==> config.mk <==
export PLATFORM = sky130hd
export DESIGN_NAME = dmem_arbiter_flat
export DESIGN_NICKNAME = d
export VERILOG_FILES = /design/src/rtl/dmem_arbiter_if.sv /design/src/rtl/dmem_arbiter.sv /design/src/flat_wrapper.sv
export SDC_FILE = /design/constraint.sdc
export NUM_CORES = 1
export LEC_CHECK = 0
export ABC_AREA = 1
export CAP_MARGIN = 5
export CORE_AREA = 2 2 135 137
export DETAILED_ROUTE_END_ITERATION = 10
export DIE_AREA = 0 0 137 139
export GPL_TIMING_DRIVEN = 0
export PLACE_DENSITY = 0.56
export SYNTH_ARGS = -nofsm -noshare
export SYNTH_HDL_FRONTEND = slang
export SYNTH_SLANG_ARGS = --single-unit
==> constraint.sdc <==
create_clock -name clk -period 4.05 [get_ports clk]
set_input_delay 0.6075 -clock clk [delete_from_list [all_inputs] [get_ports clk]]
set_output_delay 0.6075 -clock clk [all_outputs]
set_load 0.02 [all_outputs]
==> src/rtl/dmem_arbiter_if.sv <==
// Bus bundle between the two data masters, the arbiter and the memory slave.
// slave modport: arbiter view; master modport: masters + memory view.
interface dmem_arbiter_if #(
    parameter int ADDR_W = 32
);
    logic [ADDR_W-1:0] m0_address;
    logic              m0_read;
    logic              m0_write;
    logic [31:0]       m0_writedata;
    logic [3:0]        m0_byteenable;
    logic              m0_lock;
    logic              m0_waitrequest;
    logic [31:0]       m0_readdata;
    logic              m0_readdatavalid;

    logic [ADDR_W-1:0] m1_address;
    logic              m1_read;
    logic              m1_write;
    logic [31:0]       m1_writedata;
    logic [3:0]        m1_byteenable;
    logic              m1_lock;
    logic              m1_waitrequest;
    logic [31:0]       m1_readdata;
    logic              m1_readdatavalid;

    logic [ADDR_W-1:0] s_address;
    logic              s_read;
    logic              s_write;
    logic [31:0]       s_writedata;
    logic [3:0]        s_byteenable;
    logic [31:0]       s_readdata;

    modport slave (
        input  m0_address, m0_read, m0_write,
        input  m0_writedata, m0_byteenable, m0_lock,
        output m0_waitrequest, m0_readdata, m0_readdatavalid,
        input  m1_address, m1_read, m1_write,
        input  m1_writedata, m1_byteenable, m1_lock,
        output m1_waitrequest, m1_readdata, m1_readdatavalid,
        output s_address, s_read, s_write,
        output s_writedata, s_byteenable,
        input  s_readdata
    );

    modport master (
        output m0_address, m0_read, m0_write,
        output m0_writedata, m0_byteenable, m0_lock,
        input  m0_waitrequest, m0_readdata, m0_readdatavalid,
        output m1_address, m1_read, m1_write,
        output m1_writedata, m1_byteenable, m1_lock,
        input  m1_waitrequest, m1_readdata, m1_readdatavalid,
        input  s_address, s_read, s_write,
        input  s_writedata, s_byteenable,
        output s_readdata
    );
endinterface

==> src/rtl/dmem_arbiter.sv <==
// Round-robin arbiter: core (m0) and debug (m1) share one data memory.
// Ports: clk, reset (async active-low), bus (slave modport), grant_count.
// Optional transfer locking enabled by defining DMEM_ARB_LOCK_EN.
module dmem_arbiter #(
    parameter int READ_LATENCY = 2,
    parameter int ADDR_W       = 32
) (
    input  logic           clk,
    input  logic           reset,
    dmem_arbiter_if.slave  bus,
    output logic [31:0]    grant_count
);
    logic                    w_req0;
    logic                    w_req1;
    logic                    w_gnt0;
    logic                    w_gnt1;
    logic                    w_lock;
    logic                    w_prio_nxt;
    logic [ADDR_W-1:0]       w_s_address;
    logic                    w_s_read;
    logic                    w_s_write;
    logic [31:0]             w_s_writedata;
    logic [3:0]              w_s_byteenable;

    logic                    r_prio;
    logic [READ_LATENCY-1:0] r_tag_v;
    logic [READ_LATENCY-1:0] r_tag_o;
    logic [31:0]             r_grant_count;

    assign w_req0 = bus.m0_read | bus.m0_write;
    assign w_req1 = bus.m1_read | bus.m1_write;

    // Gating with reset keeps the slave idle and both masters stalled
    // for as long as reset is held.
    assign w_gnt0 = reset & w_req0 & (~w_req1 | ~r_prio);
    assign w_gnt1 = reset & w_req1 & (~w_req0 | r_prio);

`ifdef DMEM_ARB_LOCK_EN
    assign w_lock = w_gnt0 ? bus.m0_lock : bus.m1_lock;
`else
    logic w_unused_lock;
    assign w_unused_lock = bus.m0_lock ^ bus.m1_lock;
    assign w_lock = 1'b0;
`endif

    // Winner gets the other master next, or keeps priority when locked.
    always_comb begin
        w_prio_nxt = r_prio;
        if (w_gnt0) begin
            w_prio_nxt = ~w_lock;
        end else if (w_gnt1) begin
            w_prio_nxt = w_lock;
        end
    end

    // m0 fields pass through when idle; write beats read if both set.
    always_comb begin
        w_s_address    = bus.m0_address;
        w_s_writedata  = bus.m0_writedata;
        w_s_byteenable = bus.m0_byteenable;
        w_s_read       = w_gnt0 & bus.m0_read & ~bus.m0_write;
        w_s_write      = w_gnt0 & bus.m0_write;
        if (w_gnt1) begin
            w_s_address    = bus.m1_address;
            w_s_writedata  = bus.m1_writedata;
            w_s_byteenable = bus.m1_byteenable;
            w_s_read       = bus.m1_read & ~bus.m1_write;
            w_s_write      = bus.m1_write;
        end
    end

    assign bus.s_address    = w_s_address;
    assign bus.s_read       = w_s_read;
    assign bus.s_write      = w_s_write;
    assign bus.s_writedata  = w_s_writedata;
    assign bus.s_byteenable = w_s_byteenable;

    assign bus.m0_waitrequest = ~w_gnt0;
    assign bus.m1_waitrequest = ~w_gnt1;

    always_ff @(posedge clk or negedge reset) begin
        if (!reset) begin
            r_prio <= 1'b0;
        end else begin
            r_prio <= w_prio_nxt;
        end
    end

    // Tag pipe: slot 0 loads at the grant edge, tail is seen at T+LAT.
    always_ff @(posedge clk or negedge reset) begin
        if (!reset) begin
            r_tag_v <= '0;
            r_tag_o <= '0;
        end else begin
            r_tag_v[0] <= w_s_read;
            r_tag_o[0] <= w_gnt1;
            for (int i = 1; i < READ_LATENCY; i++) begin
                r_tag_v[i] <= r_tag_v[i-1];
                r_tag_o[i] <= r_tag_o[i-1];
            end
        end
    end

    assign bus.m0_readdatavalid = r_tag_v[READ_LATENCY-1] &
                                  ~r_tag_o[READ_LATENCY-1];
    assign bus.m1_readdatavalid = r_tag_v[READ_LATENCY-1] &
                                  r_tag_o[READ_LATENCY-1];
    assign bus.m0_readdata      = bus.s_readdata;
    assign bus.m1_readdata      = bus.s_readdata;

    always_ff @(posedge clk or negedge reset) begin
        if (!reset) begin
            r_grant_count <= '0;
        end else if (w_gnt1 && (r_grant_count != 32'hFFFF_FFFF)) begin
            r_grant_count <= r_grant_count + 32'd1;
        end
    end

    assign grant_count = r_grant_count;
endmodule

==> src/flat_wrapper.sv <==
// flat-port wrapper written by rule: the top's interface ports become plain ports
module dmem_arbiter_flat 
#(
    parameter int READ_LATENCY = 2,
    parameter int ADDR_W       = 32
)
  (clk, reset, grant_count, bus_m0_address, bus_m0_read, bus_m0_write, bus_m0_writedata, bus_m0_byteenable, bus_m0_lock, bus_m0_waitrequest, bus_m0_readdata, bus_m0_readdatavalid, bus_m1_address, bus_m1_read, bus_m1_write, bus_m1_writedata, bus_m1_byteenable, bus_m1_lock, bus_m1_waitrequest, bus_m1_readdata, bus_m1_readdatavalid, bus_s_address, bus_s_read, bus_s_write, bus_s_writedata, bus_s_byteenable, bus_s_readdata);
  dmem_arbiter_if #(.ADDR_W(ADDR_W)) bus_i ();
  input  logic clk;
  input  logic reset;
  output logic [31:0] grant_count;
  input wire logic [$bits(bus_i.m0_address)-1:0] bus_m0_address;
  input wire logic [$bits(bus_i.m0_read)-1:0] bus_m0_read;
  input wire logic [$bits(bus_i.m0_write)-1:0] bus_m0_write;
  input wire logic [$bits(bus_i.m0_writedata)-1:0] bus_m0_writedata;
  input wire logic [$bits(bus_i.m0_byteenable)-1:0] bus_m0_byteenable;
  input wire logic [$bits(bus_i.m0_lock)-1:0] bus_m0_lock;
  output wire logic [$bits(bus_i.m0_waitrequest)-1:0] bus_m0_waitrequest;
  output wire logic [$bits(bus_i.m0_readdata)-1:0] bus_m0_readdata;
  output wire logic [$bits(bus_i.m0_readdatavalid)-1:0] bus_m0_readdatavalid;
  input wire logic [$bits(bus_i.m1_address)-1:0] bus_m1_address;
  input wire logic [$bits(bus_i.m1_read)-1:0] bus_m1_read;
  input wire logic [$bits(bus_i.m1_write)-1:0] bus_m1_write;
  input wire logic [$bits(bus_i.m1_writedata)-1:0] bus_m1_writedata;
  input wire logic [$bits(bus_i.m1_byteenable)-1:0] bus_m1_byteenable;
  input wire logic [$bits(bus_i.m1_lock)-1:0] bus_m1_lock;
  output wire logic [$bits(bus_i.m1_waitrequest)-1:0] bus_m1_waitrequest;
  output wire logic [$bits(bus_i.m1_readdata)-1:0] bus_m1_readdata;
  output wire logic [$bits(bus_i.m1_readdatavalid)-1:0] bus_m1_readdatavalid;
  output wire logic [$bits(bus_i.s_address)-1:0] bus_s_address;
  output wire logic [$bits(bus_i.s_read)-1:0] bus_s_read;
  output wire logic [$bits(bus_i.s_write)-1:0] bus_s_write;
  output wire logic [$bits(bus_i.s_writedata)-1:0] bus_s_writedata;
  output wire logic [$bits(bus_i.s_byteenable)-1:0] bus_s_byteenable;
  input wire logic [$bits(bus_i.s_readdata)-1:0] bus_s_readdata;
  assign bus_i.m0_address = bus_m0_address;
  assign bus_i.m0_read = bus_m0_read;
  assign bus_i.m0_write = bus_m0_write;
  assign bus_i.m0_writedata = bus_m0_writedata;
  assign bus_i.m0_byteenable = bus_m0_byteenable;
  assign bus_i.m0_lock = bus_m0_lock;
  assign bus_m0_waitrequest = bus_i.m0_waitrequest;
  assign bus_m0_readdata = bus_i.m0_readdata;
  assign bus_m0_readdatavalid = bus_i.m0_readdatavalid;
  assign bus_i.m1_address = bus_m1_address;
  assign bus_i.m1_read = bus_m1_read;
  assign bus_i.m1_write = bus_m1_write;
  assign bus_i.m1_writedata = bus_m1_writedata;
  assign bus_i.m1_byteenable = bus_m1_byteenable;
  assign bus_i.m1_lock = bus_m1_lock;
  assign bus_m1_waitrequest = bus_i.m1_waitrequest;
  assign bus_m1_readdata = bus_i.m1_readdata;
  assign bus_m1_readdatavalid = bus_i.m1_readdatavalid;
  assign bus_s_address = bus_i.s_address;
  assign bus_s_read = bus_i.s_read;
  assign bus_s_write = bus_i.s_write;
  assign bus_s_writedata = bus_i.s_writedata;
  assign bus_s_byteenable = bus_i.s_byteenable;
  assign bus_i.s_readdata = bus_s_readdata;
  dmem_arbiter #(.READ_LATENCY(READ_LATENCY), .ADDR_W(ADDR_W)) u_core (.clk(clk), .reset(reset), .bus(bus_i), .grant_count(grant_count));
endmodule
# Word level (Yosys, flattened, before mapping)

Index checks and enable logic that the tools add are counted.

Add/subtract/negate cells: 1
Eq/ne operators: 1
Mux-type cells: 7
Bitwise operators: 22
Reduce and logical (&&, ||, !) cells: 2

Operators by type and width:

| operator                                                         | number |
|---|---|
| 32-bit 2-to-1 mux                                                | 2 |
| 32-bit by 1-bit adder with 32-bit output (second input constant) | 1 |
| 32-bit != test (second input constant)                           | 1 |
| 1-bit bitwise AND                                                | 10 |
| 1-bit inverter                                                   | 8 |
| 1-bit 2-to-1 mux                                                 | 4 |
| 4-bit 2-to-1 mux                                                 | 1 |
| 1-bit bitwise OR                                                 | 4 |
| 2-bit nonzero test                                               | 1 |
| 1-bit logical AND                                                | 1 |

Bits in registers: 37
Input port bits: 176
Word-level logic and storage cells: 37

# Depth between registers and ports, before layout

Word-level depth: 7
Mapped depth: 11

# Worst setup path before layout

Ideal clock, no wire load.

Path kind: input to output
From: input port bus_m1_write
To: output port bus_s_writedata[22]
Data arrival time: 1.641 ns
Slack: 1.801 ns
Cell stages on the path: 5
Buffers on the path: 1
Path through: o21a_1 -> nand2_1 -> clkbuf_1 -> nand2_1 -> nand2_1

Cells in the longest elaborated chain, start to end: 4

RTL lines:

| what                           | RTL line           | source |
|---|---|---|
| start, declared                | flat_wrapper.sv:23 | `input wire logic [$bits(bus_i.m1_write)-1:0] bus_m1_write;` |
| 1-bit bitwise OR               | dmem_arbiter.sv:31 | `assign w_req1 = bus.m1_read \| bus.m1_write;` |
| 1-bit bitwise AND (2 in a row) | dmem_arbiter.sv:36 | `assign w_gnt1 = reset & w_req1 & (~w_req0 \| r_prio);` |
| 32-bit 2-to-1 mux              | dmem_arbiter.sv:63 | `if (w_gnt1) begin` |
| end, declared                  | flat_wrapper.sv:33 | `output wire logic [$bits(bus_i.s_writedata)-1:0] bus_s_writedata;` |

No other way between the ends.

# Final worst setup path

From: input port bus_m1_write
To: output port bus_s_writedata[9]

Same word-level chain as after synthesis.

==> results.md <==
- The worst-margin pin slew is slightly above 0.5 ns.
- The number of nets still failing antenna checks after routing is 0.
- The combinational cell fraction of total power is 52.7%.
- Dividing the detail-routed via count by the number of cells gives between 3 and 4.
- VDD sags by at most about 0.00017 V.
- After clock tree synthesis, the clock-pin slew on the worst setup and hold paths is roughly 0.06 ns.
- The share of async-settable or async-resettable flops after synthesis is 100%.
- The routed wire length per instance is 16.1 µm.
- The most used flip-flop cell after synthesis is sky130_fd_sc_hd__dfrtp_1.
- The final clock period utilization by the worst path is about 90%.
- The power density over cell area is between 200 and 250 mW/mm².
- After clock tree synthesis, the flow added hold-fix buffers numbering 0.
- Setup total negative slack on the finished layout was measured at 0 ns.
- In this run the biggest area consumer among cell types represents about 41% of the synthesized area.
- The first global-routing pass estimated 28.4 mm of wire.
- The required time at the worst-slack endpoint is 3.44 ns.
- The count of placed standard cells in the final layout, fillers left out is between 1000 and 1500.
- The root cell of the clock tree is sky130_fd_sc_hd__clkbuf_16.
- The number of antenna violations at the first check in global routing was 0.
- Summed over all nets, the switching power comes to 0.656 mW.
- The sequential cell area is around 930 µm².
- The commonest cells after synthesis are sky130_fd_sc_hd__nand2_1, sky130_fd_sc_hd__buf_4, sky130_fd_sc_hd__nor2_1, sky130_fd_sc_hd__dfrtp_1, sky130_fd_sc_hd__inv_1.
- The clock latency on the worst-skew pair is 0.29 ns.
- The HPWL after detailed placement is roughly 17 mm.
- The count of pins over their slew limit is 0.
- The maximum buffer depth of the clock tree is 2.
- The congestion estimate from routability-driven global placement came to between 0.9 and 1.
- The number of failing hold endpoints at the final stage is 0.
- The number of placed instances, taps included, is roughly 1200.
- Summing the areas of all compound-gate instances in the mapped netlist gives 1.67% of the synthesized area.
- By area the synthesized netlist is led by sky130_fd_sc_hd__nand2_1, sky130_fd_sc_hd__dfrtp_1, sky130_fd_sc_hd__buf_4.
- The most frequent cell after synthesis is sky130_fd_sc_hd__nand2_1.
- The number of primary I/O pins is roughly 350.
- Yosys mapped a number of flops with a built-in enable equal to 0.
- The number of nets in the finished design is around 1100.
- The analysis attributes to cell leakage a power of ~3.3 nW.
- The count of final setup violators is 0.
- The depth of the most critical reg-to-reg path is 11.
- The overall routed net length is about 19 mm.
- The post-synthesis instance area is around 0.0037 mm².
- The share of synthesized cell area in and, or, nand and nor gates is slightly above 50%.
- The post-route standard cell area excluding fillers is approximately 0.0072 mm².
- In this run the core area contains 49 standard-cell rows.
- The net switching fraction of the power is 37.7%.
- The portion of total power attributed to sequential cells is 24.8%.
- The H-tree level count is 2.
- The global-route usage over all layers is 20.1%.
- The total iterations of the first detailed-routing run is 5.
- Synthesis produced a netlist with a net count of about 830.
- The run finished with clean final reports.
- STA classifies the critical path endpoint as an output pin.
- The layout filler cell count is 1900.
- The cell accounting for the most synthesized area is sky130_fd_sc_hd__nand2_1.
- After detailed routing, the number of remaining DRC violations is 0.
- The total number of yosys warnings is 0.
- The starting density of the core is 20.8%.
- CTS saw 37 sinks.
- The number of storage elements in the synthesis netlist is 37.
- The post-CTS repair timing setup buffer count is 0.
- The TritonCTS clock tree is built.
- After Yosys synthesis, full adders, half adders and majority gates account for less than 1% of the synthesized area.
- The clock network accounts for 22.4% of the total power.
- The critical path class is primary input to output pin.
- The clock buffer count from CTS is 5.
- Entering global routing, the biggest net connects 22 pins.
- Measured against its own limit, the worst slew margin works out to between 60% and 70%.
- The achievable clock frequency is between 200 and 300 MHz.
- The largest family of logic cells by synthesized area is simple AND/OR/NAND/NOR gates.
- The core region is roughly 0.018 mm².
- The aggregate global routing overflow is 0.
- The average instance area after synthesis is ~5.6 µm².
- In the synthesized netlist, the number of instances is 650.
- The standard cell area after detailed placement is 0.00709 mm².
- The post-route netlist has about a tenth of its cells at a drive strength greater than 1.
- The multi-input logic area is 0.00206 mm².
- The area added between synthesis and finish is 97.3%.
- The max-cap violation count is 0.
- Buffers placed on the I/O ports in this run total around 310.
- In this run the worst path has a maximum fanout of 10.
- For this block, the initial DRC count from the detailed router was 200.
- The number of global-route vias before repair is 4741.
- The floorplan die area is ~0.019 mm².
- The distinct cell type count of the synthesized netlist is 27.
- Setup repair after global routing left no endpoint under its margin.
- The worst path needs 3.74 ns of the cycle, external delays included.
- The min-delay analysis places its worst path in the category primary input to async pin.
- In the synthesized netlist, mux cells make up 0% of the area.
- Detailed routing inserted a total of roughly 4800 vias.
- The arrival time reported for the critical path endpoint is 3.13 ns.
- STA classifies the critical path startpoint as a primary input.
- Across the routed clock network, the largest skew measured is ~0.0075 ns.
- The synthesized netlist devotes 3.34% of its cell area to XOR and XNOR gates.
- The diode insertion count for antenna repair is 0.
- The die is 137 µm wide.
- The die is between 100 and 150 µm tall.
- The post-synthesis sequential area ratio is 25.2%.
- Cell internal power was estimated by the tool at approximately 1.1 mW.
- Once layout is complete, the utilization of the core stands at around two fifths.
flip-flops by register name (all words and copies together) (netlist names):
signal,flops
u_core.r_prio,1
u_core.grant_count,32
u_core.r_tag_v,2
u_core.r_tag_o,2
kinds of logic (layout without fill, tap and decap cells):
| family | after synthesis | count (layout) |
|---|---|---|
| AO/OA/AOI/OAI | 11 | 11 |
| XOR/XNOR | 14 | 14 |
| adder cells (fa/ha/maj) | 1 | 1 |
| buffers and inverters | 110 | 430 |
| flip-flops | 37 | 37 |
| AND/OR/NAND/NOR | 477 | 477 |
stage by stage:
step                power, mW  worst slack, ns  hold WS [ns]
detailed placement       1.37            0.109         0.336
floorplan               0.845             1.80         0.312
global route             1.83           0.0997         0.237
global placement         1.37            -1.15         0.333
finish                   1.74            0.314         0.230
CTS                      1.77            0.104         0.288
layout make-up:
class / count / area share [%]
clock buffers: 6 / 1.78
clock inverters: 2 / 0.207
inverters: 27 / 1.43
well taps: 229 / 3.96
plain buffers: 83 / 8.07
flip-flops and latches: 37 / 12.8
multi-input cells: 503 / 28.4
repair buffers: 312 / 43.3
power groups by stage:
stage	combinational, mW	clock [mW]	sequential [mW]
floorplan	0.391	0	0.454
global placement	0.926	0	0.440
detailed placement	0.931	0	0.437
CTS	0.933	0.402	0.432
global route	0.977	0.421	0.436
finish	0.916	0.389	0.432
cell usage in the layout (no fill, tap or decap):
cell                              synthesis  routed
sky130_fd_sc_hd__o21ai_1                  1       1
sky130_fd_sc_hd__clkbuf_1                 4       5
sky130_fd_sc_hd__o22ai_1                  1       1
sky130_fd_sc_hd__o21ai_0                  6       6
sky130_fd_sc_hd__nor2_4                   2       2
sky130_fd_sc_hd__clkdlybuf4s50_1          0     310
sky130_fd_sc_hd__nor2_2                   4       4
sky130_fd_sc_hd__buf_16                   0       1
sky130_fd_sc_hd__xor2_1                   8       8
sky130_fd_sc_hd__clkinvlp_4               0       2
sky130_fd_sc_hd__clkbuf_16                0       5
sky130_fd_sc_hd__inv_2                    2       2
sky130_fd_sc_hd__buf_4                   67      67
sky130_fd_sc_hd__nand4_1                  1       1
sky130_fd_sc_hd__inv_4                    1       1
sky130_fd_sc_hd__nand2_1                396     396
sky130_fd_sc_hd__o211ai_1                 1       1
sky130_fd_sc_hd__inv_1                   24      24
sky130_fd_sc_hd__clkbuf_2                 0       1
sky130_fd_sc_hd__a21oi_1                  1       1
sky130_fd_sc_hd__nand3b_1                 1       1
sky130_fd_sc_hd__dfrtp_1                 37      37
sky130_fd_sc_hd__buf_1                    6       5
sky130_fd_sc_hd__clkbuf_4                 0       1
sky130_fd_sc_hd__nand3_1                 19      19
sky130_fd_sc_hd__buf_6                    2       2
sky130_fd_sc_hd__ha_1                     1       1
sky130_fd_sc_hd__nand2_4                  1       1
sky130_fd_sc_hd__nor2_1                  50      50
sky130_fd_sc_hd__xnor2_1                  6       6
sky130_fd_sc_hd__buf_2                    4       4
sky130_fd_sc_hd__o21a_1                   1       1
sky130_fd_sc_hd__nand2_2                  3       3
timing repair:
| item | 4_1_cts | 5_1_grt |
|---|---|---|
| gates resized for setup | 0 | 2 |
| endpoints found under the setup margin | 0 | 7 |
| hold endpoints to repair | 0 | 0 |
critical path, cell delays in order:
cell,delay [ns]
sky130_fd_sc_hd__clkdlybuf4s50_1,0.53
sky130_fd_sc_hd__o21a_1,0.19
sky130_fd_sc_hd__nand2_1,0.23
sky130_fd_sc_hd__inv_2,0.26
sky130_fd_sc_hd__buf_1,0.36
sky130_fd_sc_hd__nand2_1,0.09
sky130_fd_sc_hd__nand2_1,0.18
sky130_fd_sc_hd__clkdlybuf4s50_1,0.67
final timing paths:
| kind | start | to | slack (ns) |
|---|---|---|---|
| min | reset | u_core.grant_count[7] | 0.23 |
| min reg2reg | u_core.r_tag_o[0] | u_core.r_tag_o[1] | 0.35 |
| max in group asynchronous | reset | u_core.r_prio | 3.41 |
| min in group clk | u_core.r_tag_o[0] | u_core.r_tag_o[1] | 0.35 |
| max | bus_m1_write | bus_s_writedata[9] | 0.31 |
| max reg2reg | u_core.grant_count[0] | u_core.grant_count[20] | 2.06 |
per-layer routing:
metal | vias to the layer above | track usage (%) | part of all wire [%]
li1 | 2528 | - | -
met1 | 2066 | 22.6 | 38
met2 | 168 | 37.2 | 53
met3 | 18 | 4.82 | 6.7
met4 | 0 | 5.59 | 2.5
met5 | - | 0 | 0
Power figures use the tool's default switching activity.
